`src/rtl/phy_pkg.sv`:
```
// Shared framing constants and FSM state type for the QPSK PHY pair.
package phy_pkg;

  localparam int SOF_LEN       = 26;
  localparam int FRAME_SYMBOLS = 63;
  localparam int SPS           = 8;

  localparam logic [SOF_LEN-1:0] SOF_I = 26'h3278428;
  localparam logic [SOF_LEN-1:0] SOF_Q = 26'h272d17d;

  typedef enum logic [1:0] {
    ST_IDLE    = 2'd0,
    ST_SOF     = 2'd1,
    ST_PAYLOAD = 2'd2
  } tx_state_e;

  // SOF symbol k (MSB first) as a mapper code. A set SOF bit means +A,
  // while the mapper treats a set bit as -A, hence the inversion.
  function automatic logic [1:0] sof_symbol(input logic [4:0] k);
    logic [4:0] idx;
    idx = 5'(SOF_LEN - 1) - k;
    return {~SOF_I[idx], ~SOF_Q[idx]};
  endfunction

endpackage

```
`src/rtl/qpsk_mapper.sv`:
```
// Combinational QPSK mapper: 2-bit symbol to packed signed 12-bit I/Q pair.
module qpsk_mapper #(
  parameter int AMPLITUDE = 1024
) (
  input  logic [1:0]  sym_i,
  input  logic        zero_i,
  output logic [23:0] sample_o
);

  localparam logic [11:0] POS = 12'(AMPLITUDE);
  localparam logic [11:0] NEG = 12'(-AMPLITUDE);

  // bit1 drives I, bit0 drives Q; a set bit selects the negative level.
  always_comb begin
    sample_o = 24'h000000;
    if (!zero_i) begin
      sample_o = {(sym_i[1] ? NEG : POS), (sym_i[0] ? NEG : POS)};
    end
  end

endmodule

```
`src/rtl/physical_transmitter.sv`:
```
// QPSK frame transmitter: SOF preamble followed by a fixed-length payload,
// rectangular 8-sample symbols streamed to a DAC under valid/ready.
//
// state      | meaning
// -----------+-----------------------------------------------------------
// ST_IDLE    | zero samples; waits for in_valid at a symbol boundary
// ST_SOF     | 26 preamble symbols, sym_cnt 0..25
// ST_PAYLOAD | 63 payload symbols, sym_cnt 0..62; underrun sends 00
module physical_transmitter
  import phy_pkg::*;
#(
  parameter int AMPLITUDE = 1024
) (
  input  logic        clk,
  input  logic        rst,
  input  logic        in_valid,
  input  logic [1:0]  in_data,
  output logic        in_ready,
  output logic        out_valid,
  output logic [23:0] out_data,
  input  logic        out_ready,
  output logic        underrun
);

  tx_state_e   state_q, state_d;
  logic [2:0]  sample_cnt_q, sample_cnt_d;
  logic [5:0]  sym_cnt_q, sym_cnt_d;
  logic        out_valid_q;
  logic [23:0] out_data_q, out_data_d;
  logic        underrun_q, underrun_d;

  logic        handshake;
  logic        boundary;
  logic        last_sof;
  logic        last_payload;
  logic        loads_payload;
  logic [1:0]  map_sym;
  logic        map_zero;
  logic        load;
  logic [23:0] map_sample;

  // Sample handshake, symbol boundary and whether the boundary takes input.
  always_comb begin
    handshake     = out_valid_q & out_ready;
    boundary      = handshake & (sample_cnt_q == 3'(SPS - 1));
    last_sof      = (state_q == ST_SOF) & (sym_cnt_q == 6'(SOF_LEN - 1));
    last_payload  = (state_q == ST_PAYLOAD) & (sym_cnt_q == 6'(FRAME_SYMBOLS - 1));
    loads_payload = last_sof | ((state_q == ST_PAYLOAD) & ~last_payload);
    in_ready      = loads_payload & boundary & ~rst;
  end

  // Frame sequencing; everything except the sample counter moves only at a boundary.
  always_comb begin
    state_d      = state_q;
    sym_cnt_d    = sym_cnt_q;
    sample_cnt_d = sample_cnt_q;
    map_sym      = 2'b00;
    map_zero     = 1'b1;
    load         = 1'b0;
    underrun_d   = 1'b0;
    if (handshake) begin
      sample_cnt_d = sample_cnt_q + 3'd1;
    end
    if (boundary) begin
      load = 1'b1;
      if (loads_payload) begin
        state_d    = ST_PAYLOAD;
        sym_cnt_d  = last_sof ? 6'd0 : sym_cnt_q + 6'd1;
        map_zero   = 1'b0;
        map_sym    = in_valid ? in_data : 2'b00;
        underrun_d = ~in_valid;
      end else if (state_q == ST_SOF) begin
        sym_cnt_d = sym_cnt_q + 6'd1;
        map_zero  = 1'b0;
        map_sym   = sof_symbol(sym_cnt_q[4:0] + 5'd1);
      end else if (in_valid) begin
        // From IDLE or after the last payload symbol: start a frame at once.
        state_d   = ST_SOF;
        sym_cnt_d = 6'd0;
        map_zero  = 1'b0;
        map_sym   = sof_symbol(5'd0);
      end else begin
        state_d   = ST_IDLE;
        sym_cnt_d = 6'd0;
      end
    end
  end

  qpsk_mapper #(
    .AMPLITUDE(AMPLITUDE)
  ) u_mapper (
    .sym_i   (map_sym),
    .zero_i  (map_zero),
    .sample_o(map_sample)
  );

  assign out_data_d = load ? map_sample : out_data_q;

  // State registers; reset aborts any frame in progress.
  always_ff @(posedge clk) begin
    if (rst) begin
      state_q      <= ST_IDLE;
      sample_cnt_q <= 3'd0;
      sym_cnt_q    <= 6'd0;
      out_valid_q  <= 1'b0;
      out_data_q   <= 24'h000000;
      underrun_q   <= 1'b0;
    end else begin
      state_q      <= state_d;
      sample_cnt_q <= sample_cnt_d;
      sym_cnt_q    <= sym_cnt_d;
      out_valid_q  <= 1'b1;
      out_data_q   <= out_data_d;
      underrun_q   <= underrun_d;
    end
  end

  assign out_valid = out_valid_q;
  assign out_data  = out_data_q;
  assign underrun  = underrun_q;

endmodule

```
`config.mk`:
```
export PLATFORM = sky130hd
export DESIGN_NAME = physical_transmitter
export DESIGN_NICKNAME = d
export VERILOG_FILES = /design/src/rtl/phy_pkg.sv /design/src/rtl/qpsk_mapper.sv /design/src/rtl/physical_transmitter.sv
export SDC_FILE = /design/constraint.sdc
export NUM_CORES = 1
export LEC_CHECK = 0
export CAP_MARGIN = 20
export CORE_ASPECT_RATIO = 2
export CORE_MARGIN = 2
export CORE_UTILIZATION = 45
export DETAILED_ROUTE_END_ITERATION = 8
export GPL_TIMING_DRIVEN = 0
export PLACE_DENSITY = 0.83
export SLEW_MARGIN = 20
export SYNTH_ARGS = -nofsm -noshare
export SYNTH_HDL_FRONTEND = slang
export SYNTH_SLANG_ARGS = --single-unit
```
`constraint.sdc`:
```
create_clock -name clk -period 2.2 [get_ports clk]
set_input_delay 0.55 -clock clk [delete_from_list [all_inputs] [get_ports clk]]
set_output_delay 0.55 -clock clk [all_outputs]
set_load 0.03 [all_outputs]
```
==> impl_metrics.tcl, run 1 <==
set metrics [dict create \
    status "finished with violations" \
    violations "negative setup slack" \
    cts_tree "built" \
    grtUsageTotal_pct 19.1 \
    hp-class "flip-flop to flip-flop" \
    routed_wl_mm 3.59 \
    multiInputGateArea_um2 992 \
    fin_crit_ps 2290 \
    setup_viol 1 \
    syn-cell-area_um2 1400 \
    port_buffers 11 \
    globalRoute.busiestLayer "met2" \
    start_kind "flip-flop" \
    post-place-ws_ps -696 \
    final_area_um2 1840 \
    yosys.area.top_type "dfxtp_1" \
    vdd_drop_max_v 0.000140 \
    rsz0062_at_grt "true" \
    ant_nets 0 \
    postSynth.asyncResetShare_pct 0 \
    numCtsBuffers 3 \
    final-max-slew-violation-count 0 \
    fmax_mhz 437 \
    routed-via-count 1426 \
    yosys.area.top_type_share_pct 22.9 \
    powerDensity_nw_per_um2 355 \
    initialDrtViolationCount 36 \
    cp.required_ps 1650 \
    netlist_top_cells_area "dfxtp_1 23%, buf_4 12%, ha_1 8.0%" \
    die_area_um2 3600 \
    ys_types 53 \
    core_region_area_um2 2980 \
    gr-usage-met3_pct 0.870 \
    met2_usage_pct 35.7 \
    crit_start "sym_cnt_q[0]" \
    r2r-start "sym_cnt_q[0]" \
    fp-row-count 28 \
    grt_pass1_wl_mm 5.58 \
    netlist_instances 178 \
    numClockSinks 16 \
    worst_slew_pin_slew_ps 496 \
    wire_per_inst_um 14.4 \
    fin_nets 236 \
    area_delta_synth_final_pct 31.4 \
    avgSynthCellArea_um2 7.87 \
    postPlaceCellArea_um2 1640 \
    drc 0 \
    yosys_warnings 0 \
    p_leak_nw 0.803 \
    die_h_um 82.9 \
    viasPerCell 5.70 \
    final_cell_mix "32 x buf_4, 20 x conb_1, 14 x nand2_1, 14 x dfxtp_1, 10 x clkdlybuf4s50_1" \
    finalHoldViolCount 0 \
    clk_pin_slew_ps 60 \
    drive_above_1_share_pct 28.6 \
    antenna_found_initial 0 \
    ys_ff_latch 16 \
    arrival_ps 1740 \
    start_util_pct 47.0 \
    synth-edff-count 0 \
    place.gp.congestion 0.921 \
    grt-ovfl-total 0 \
    cts_root_buffer "clkbuf_8" \
    finalPower_mw 0.654 \
    synthFlopType "dfxtp_1" \
    grt_max_degree 12 \
    io_pins 33 \
    fillers 254 \
    ys_seq_area_share_pct 22.9 \
    htreeDepth 1 \
    hp-start "out_data[22]" \
    skew_ps 2.14 \
    cap_violations 0 \
    fin_ws_ps -89.6 \
    antenna_cells 0 \
    endpoint_kind "primary output" \
    clockBufferDepth 2 \
    max_slew_margin_pct 66.6 \
    path_class "flip-flop to primary output" \
    dieWidth_um 43.4 \
    cp_max_fo 4 \
    cts_hold_buf 0 \
    dr.pass1.iters 4 \
    dp_hpwl_mm 2.48 \
    fin_crit_sh_pct 104 \
    clk-insertion-delay-late_ps 250 \
    met1_usage_pct 18.4 \
    layout.area.seq_um2 328 \
    final_common_cell "buf_4" \
    grt_pass1_vias 1272 \
    timing.hold.ws_ps 470 \
]
[report_power, final]
group / internal, mW / switching [mW]
sequential: 0.291 / 0.00303
clock: 0.159 / 0.101
combinational: 0.0360 / 0.0641
[timing repair]
item / CTS / global route
buffers inserted: 6 / 4
pin swaps: 5 / 2
resized for setup: 23 / 3
endpoints found under the setup margin: 1 / 3
[cells by family (layout without fill, tap and decap cells)]
| logic type | count (synthesis) | in the layout | share of synthesized area, % |
|---|---|---|---|
| AO/OA/AOI/OAI | 42 | 42 | 20.5 |
| XOR/XNOR | 8 | 8 | 5.54 |
| adder cells (fa/ha/maj) | 9 | 9 | 8.04 |
| buffers and inverters | 38 | 61 | 17.2 |
| flip-flops | 16 | 16 | 22.9 |
| multiplexers | 3 | 3 | 2.50 |
| other | 1 | 20 | 0.268 |
| AND/OR/NAND/NOR | 61 | 61 | 23.1 |
[area by class of cell]
type / count / share of cell area [%]
Buffer: 31 / 11.8
Clock buffer: 4 / 2.99
Inverter: 5 / 1.29
Multi-Input combinational cell: 143 / 53.9
Sequential cell: 16 / 17.8
Tap cell: 30 / 2.04
Timing Repair Buffer: 21 / 10.1
[state kept, by name (all words and copies together) (netlist names)]
signal / count
sample_cnt_q: 3
out_valid: 1
out_data: 3
state_q: 2
sym_cnt_q: 6
underrun: 1
[worst max-delay path, stage by stage (launching register included)]
cell and delay, ps:
dfxtp_4 410, inv_4 50, ha_4 140, and3_4 180, a31oi_4 180, a21oi_2 60
or2_4 250, nor2_4 80, buf_6 130
[worst paths after layout]
| kind | to | slack [ps] | depth (start not counted) |
|---|---|---|---|
| max reg2reg | out_data[11] | 90 | 8 |
| min | out_data[22] | 470 | 2 |
| max | in_ready | -90 | 8 |
| min reg2reg | out_data[22] | 470 | 2 |
[layer usage]
metal,part of all wire (%),vias up
li1,-,672
met1,34,661
met2,55,72
met3,5.5,21
met4,5.3,0
met5,0,-
[cell usage after synthesis (all sizes together), types with 3 or more instances]
cell,n
ha,9
xor2,5
and2b,3
nand3,8
dfxtp,16
buf,30
nor2,10
nand2,14
clkbuf,3
nor3,4
xnor2,3
and3,3
a21oi,10
inv,5
a31oi,3
o31ai,4
or3,3
nand2b,4
o21ai,8
[stage by stage]
stage | std cells | utilization [%] | TNS, ps
detailed placement | 238 | 55.0 | -919
global placement | 238 | 55.0 | -911
global route | 250 | 61.8 | -133
finish | 250 | 61.8 | -89.6
CTS | 247 | 60.4 | -55.6
floorplan | 197 | - | 0
No activity file was read; power rests on OpenSTA's default activity.
==> run 2, diff against run 1 <==
--- a/config.mk
+++ b/config.mk
@@ -10,7 +10,6 @@
 export CORE_MARGIN = 2
 export CORE_UTILIZATION = 45
 export DETAILED_ROUTE_END_ITERATION = 8
-export GPL_TIMING_DRIVEN = 0
 export PLACE_DENSITY = 0.83
 export SLEW_MARGIN = 20
 export SYNTH_ARGS = -nofsm -noshare
==> run 2 against run 1 <==
Critical path type unchanged. Hold slack worse by 2.3 ps. Critical endpoint unchanged. Final cell count is 6.8% lower. Count of clock-buffer cells in the layout stayed put. Largest cell class unchanged. The run still ends with negative setup slack left.
==> impl_metrics.tcl, run 2 (same netlist as run 1, synthesis figures left out) <==
set metrics [dict create \
    drc 0 \
    cap_violations 0 \
    numCtsBuffers 3 \
    start_kind "flip-flop" \
    fp-row-count 28 \
    grt_pass1_wl_mm 5.39 \
    hp-start "sample_cnt_q[2]" \
    min_to "sample_cnt_q[2]" \
    cts_hold_buf 0 \
    antenna_cells 0 \
    cts_root_buffer "clkbuf_8" \
    port_buffers 12 \
    final-max-slew-violation-count 0 \
    initialDrtViolationCount 42 \
    rsz0062_at_grt "true" \
    viasPerCell 5.83 \
    final_cell_mix "22 x buf_4, 20 x conb_1, 15 x dfxtp_1" \
    dp_hpwl_mm 2.44 \
    postPlaceCellArea_um2 1570 \
    antenna_found_initial 0 \
    skew_ps 7.99 \
    place.gp.congestion 0.874 \
    holdPathStages 2 \
    core_region_area_um2 2980 \
    fin_setup_tns_ps -63.9 \
    cts_tree "built" \
    die_area_um2 3600 \
    routed-via-count 1358 \
    finalPower_mw 0.639 \
    fin_nets 219 \
    fin_crit_sh_pct 103 \
    cp_slowest_cell "dfxtp_4" \
    dr.pass1.iters 4 \
    clk-insertion-delay-late_ps 260 \
    multiInputGateArea_um2 976 \
    powerDensity_nw_per_um2 374 \
    area_delta_synth_final_pct 22.1 \
    clockBufferDepth 2 \
    path_class "flip-flop to primary output" \
    place_inst 225 \
    dieWidth_um 43.4 \
    vdd_drop_max_v 0.000199 \
    crit_path_max_incr_delay_ps 360 \
    r2r-start "sym_cnt_q[0]" \
    setup_viol 1 \
    rr_worst_depth 9 \
    hp-class "flip-flop to flip-flop" \
    numClockSinks 16 \
    io_pins 33 \
    top_register "sym_cnt_q" \
    finalHoldViolCount 0 \
    drive_above_1_share_pct 22.7 \
    fmax_mhz 442 \
    grtUsageTotal_pct 19.5 \
    status "finished with violations" \
    grt_max_degree 24 \
    cp.buffers_inverters 2 \
    arrival_ps 1710 \
    htreeDepth 1 \
    timing.rr.end "out_data[11]" \
    p_leak_nw 0.705 \
    path_delay_family "simple AND/OR/NAND/NOR gates" \
    clk_pin_slew_ps 60 \
    fin_ws_ps -63.9 \
    routed_wl_mm 3.58 \
    fillers 274 \
    violations "negative setup slack" \
    cp_cell_sequence "inv_2 -> ha_2 -> and3_4 -> a31oi_4 -> a21oi_2 -> or2_4 -> nor2_4 -> buf_6" \
    fin_cells 233 \
    grt-ovfl-total 0 \
    final_area_um2 1710 \
    timing.hold.ws_ps 468 \
    start_util_pct 47.0 \
    grt_pass1_vias 1200 \
    endpoint_kind "primary output" \
    r2r_slack_ps 100 \
    fin_crit_ps 2260 \
    wire_per_inst_um 15.3 \
    die_h_um 82.9 \
    cp.required_ps 1650 \
    largest_register_ffs 6 \
    cp_max_fo 3 \
    ant_nets 0 \
    layout.area.seq_um2 324 \
    final_common_cell "buf_4" \
]
## run 2: changes by cell type in the layout (fill, tap and decap cells not counted), sizes merged
cell           change
clkbuf             -2
clkdlybuf4s50      +1
buf               -16
## run 2: tightest hold or removal path, delay by kind of cell, from the launching register on
kind	cells	cell delay, ps
flops	1	310
compound gates	1	50
simple gates	1	60
## run 2: metrics by stage
step / util [%] / worst slack (ps)
3_5_place_dp: 52.6 / 46.1
6_report: 57.4 / -63.9
2_1_floorplan: - / 24.6
4_1_cts: 56.1 / -58.3
5_1_grt: 57.4 / -118
3_3_place_gp: 52.6 / 102
## run 2: cell type report
| class | count | area share [%] |
|---|---|---|
| clock buffer | 4 | 3.22 |
| tap | 30 | 2.20 |
| inverter | 5 | 1.10 |
| timing repair buffer | 35 | 17.4 |
| multi-input combinational | 143 | 57.1 |
| sequential | 16 | 19.0 |
## run 2: power breakdown
group | switching, mW | internal, mW | total, mW
Sequential | 0.00306 | 0.292 | 0.295
Clock | 0.107 | 0.159 | 0.266
Combinational | 0.0608 | 0.0167 | 0.0775
## run 2: how the worst max path moves through the flow
stage | slack (ps) | depth (start not counted) | end | from
6_report | -60 | 8 | in_ready | sym_cnt_q[0]
5_1_grt | -120 | 8 | in_ready | sym_cnt_q[0]
4_1_cts | -60 | 8 | in_ready | sym_cnt_q[0]
3_5_place_dp | 50 | 8 | in_ready | sym_cnt_q[0]
3_3_place_gp | 100 | 8 | in_ready | sym_cnt_q[0]
2_1_floorplan | 20 | 7 | in_ready | sym_cnt_q[0]
## run 2: timing repair
action	CTS	global route
setup endpoints to repair	1	1
pin swaps	3	3
buffers inserted	3	1
gates resized for setup	7	8
endpoints found under the hold margin	0	0
## run 2: per-layer routing
metal	wire length, µm	track usage (%)	share of wire, %	up-vias
met2	2080	35.3	58	59
li1	-	-	-	637
met5	0	0	0	-
met1	1180	19.6	33	650
met3	138	1.96	3.9	12
met4	175	12.4	4.9	0
==> run 3, diff against run 2 <==
--- a/config.mk
+++ b/config.mk
@@ -5,12 +5,14 @@
 export SDC_FILE = /design/constraint.sdc
 export NUM_CORES = 1
 export LEC_CHECK = 0
+export ABC_AREA = 0
 export CAP_MARGIN = 20
 export CORE_ASPECT_RATIO = 2
 export CORE_MARGIN = 2
-export CORE_UTILIZATION = 45
+export CORE_UTILIZATION = 50
+export CTS_BUF_LIST = sky130_fd_sc_hd__clkbuf_16
 export DETAILED_ROUTE_END_ITERATION = 8
-export PLACE_DENSITY = 0.83
+export PLACE_DENSITY = 0.87
 export SLEW_MARGIN = 20
 export SYNTH_ARGS = -nofsm -noshare
 export SYNTH_HDL_FRONTEND = slang
==> constraint.sdc (replaced) <==
create_clock -name clk -period 2.4 [get_ports clk]
set_input_delay 0.6 -clock clk [delete_from_list [all_inputs] [get_ports clk]]
set_output_delay 0.6 -clock clk [all_outputs]
set_load 0.03 [all_outputs]
==> run 3 against run 2 <==
The run now ends clean. Wire length grew 12%. Total power grew 5.7%. Clock power grew 26%. Final cell count shrank 1.3%. Hold slack lost 3.0 ps. Setup slack gained 110 ps. Register-to-register slack is essentially flat. Combinational power shrank 10%. Critical endpoint unchanged. Highest routed layer unchanged.
==> impl_metrics.tcl, run 3 (same netlist as run 1, synthesis figures left out) <==
set metrics [dict create \
    status "finished clean" \
    routed_wl_mm 3.99 \
    cp.required_ps 1800 \
    powerDensity_nw_per_um2 395 \
    cts_tree "built" \
    grt-ovfl-total 0 \
    p_leak_nw 0.708 \
    cap_violations 0 \
    worst_slew_pin_slew_ps 710 \
    grtUsageTotal_pct 24.4 \
    viasPerCell 6.06 \
    die_h_um 78.8 \
    fmax_mhz 425 \
    grt_max_degree 24 \
    drc 0 \
    largest_register_ffs 6 \
    grt_pass1_wl_mm 6.21 \
    drive_above_1_share_pct 19.9 \
    final_cell_mix "21 x buf_4, 20 x conb_1, 15 x dfxtp_1" \
    clk_pin_slew_ps 50 \
    fin_nets 217 \
    dp_hpwl_mm 2.60 \
    final_common_cell "buf_4" \
    finalPower_mw 0.675 \
    start_util_pct 51.8 \
    area_delta_synth_final_pct 22.0 \
    io_pins 33 \
    endpoint_kind "primary output" \
    final_area_um2 1710 \
    fp-row-count 27 \
    skew_ps 1.05 \
    clk-insertion-delay-late_ps 250 \
    port_buffers 12 \
    fin_crit_ps 2350 \
    htreeDepth 1 \
    path_class "flip-flop to primary output" \
    die_area_um2 3260 \
    clockBufferDepth 2 \
    grt_pass1_vias 1252 \
    initialDrtViolationCount 70 \
    hp-class "flip-flop to flip-flop" \
    fin_crit_sh_pct 98.0 \
    core_region_area_um2 2700 \
    setup_viol 0 \
    routed-via-count 1393 \
    cp_max_fo 4 \
    fin_setup_tns_ps 0 \
    cts_root_buffer "clkbuf_16" \
    ant_nets 0 \
    cts_hold_buf 0 \
    fin_ws_ps 47.2 \
    arrival_ps 1750 \
    place.gp.congestion 0.903 \
    vdd_drop_max_v 0.000234 \
    top_register "sym_cnt_q" \
    antenna_cells 0 \
    numCtsBuffers 3 \
    wire_per_inst_um 17.3 \
    fin_cells 230 \
    final-max-slew-violation-count 0 \
    start_kind "flip-flop" \
    place_inst 219 \
    dr.pass1.iters 4 \
    max_slew_margin_pct 52.3 \
    numClockSinks 16 \
    antenna_found_initial 0 \
    postPlaceCellArea_um2 1520 \
    finalHoldViolCount 0 \
    dieWidth_um 41.4 \
    post-place-ws_ps 146 \
]
## run 3: cell count changes in the layout (fill, tap and decap cells not counted), sizes merged
cell    before  now
buf         24   22
clkinv       0    1
clkbuf       4    3
## run 3: area by class of cell
| type | count | area, µm² |
|---|---|---|
| multi-input cells | 143 | 971 |
| clock buffers | 3 | 75.1 |
| well taps | 29 | 36.3 |
| clock inverters | 1 | 3.75 |
| fillers | 225 | 995 |
| repair buffers | 33 | 279 |
| flip-flops and latches | 16 | 324 |
| inverters | 5 | 18.8 |
## run 3: repair_timing
action                                  CTS  global route
pin swaps                                 2             4
setup buffers                             3             4
endpoints found under the setup margin    1             1
gates resized for setup                   5             9
## run 3: worst max-delay path, cell delays in order (launching register included)
cell and delay, ps:
dfxtp_4 380, inv_2 40, ha_1 190, and3_4 190, a31oi_4 200, a21oi_2 50
or2_4 250, nor2_4 80, buf_6 130
## run 3: path summary, 6_finish.rpt
kind,from,endpoint,slack (ps),cells after the start
max,sym_cnt_q[0],in_ready,50,8
min,sample_cnt_q[2],sample_cnt_q[2],460,2
max reg2reg,sym_cnt_q[1],sym_cnt_q[3],110,8
min reg2reg,sample_cnt_q[2],sample_cnt_q[2],460,2
## run 3: per-layer routing
metal  up-vias  share of wire [%]  global-route usage [%]
li1        635                  -                       -
met1       652                 33                    25.2
met2        80                 54                    44.1
met3        26                5.3                    2.95
met4         0                6.8                    16.5
met5         -                  0                       0
## run 3: power by group
group | switching [mW] | internal, mW | total, mW
Sequential | 0.00274 | 0.268 | 0.271
Clock | 0.113 | 0.222 | 0.335
Combinational | 0.0563 | 0.0134 | 0.0697
Total | 0.172 | 0.503 | 0.675
## run 3: stage by stage
step / hold slack (ps) / utilization (%)
2_1_floorplan: 440 / -
3_3_place_gp: 447 / 56.1
3_5_place_dp: 459 / 56.1
4_1_cts: 465 / 60.6
5_1_grt: 497 / 63.2
6_report: 465 / 63.2
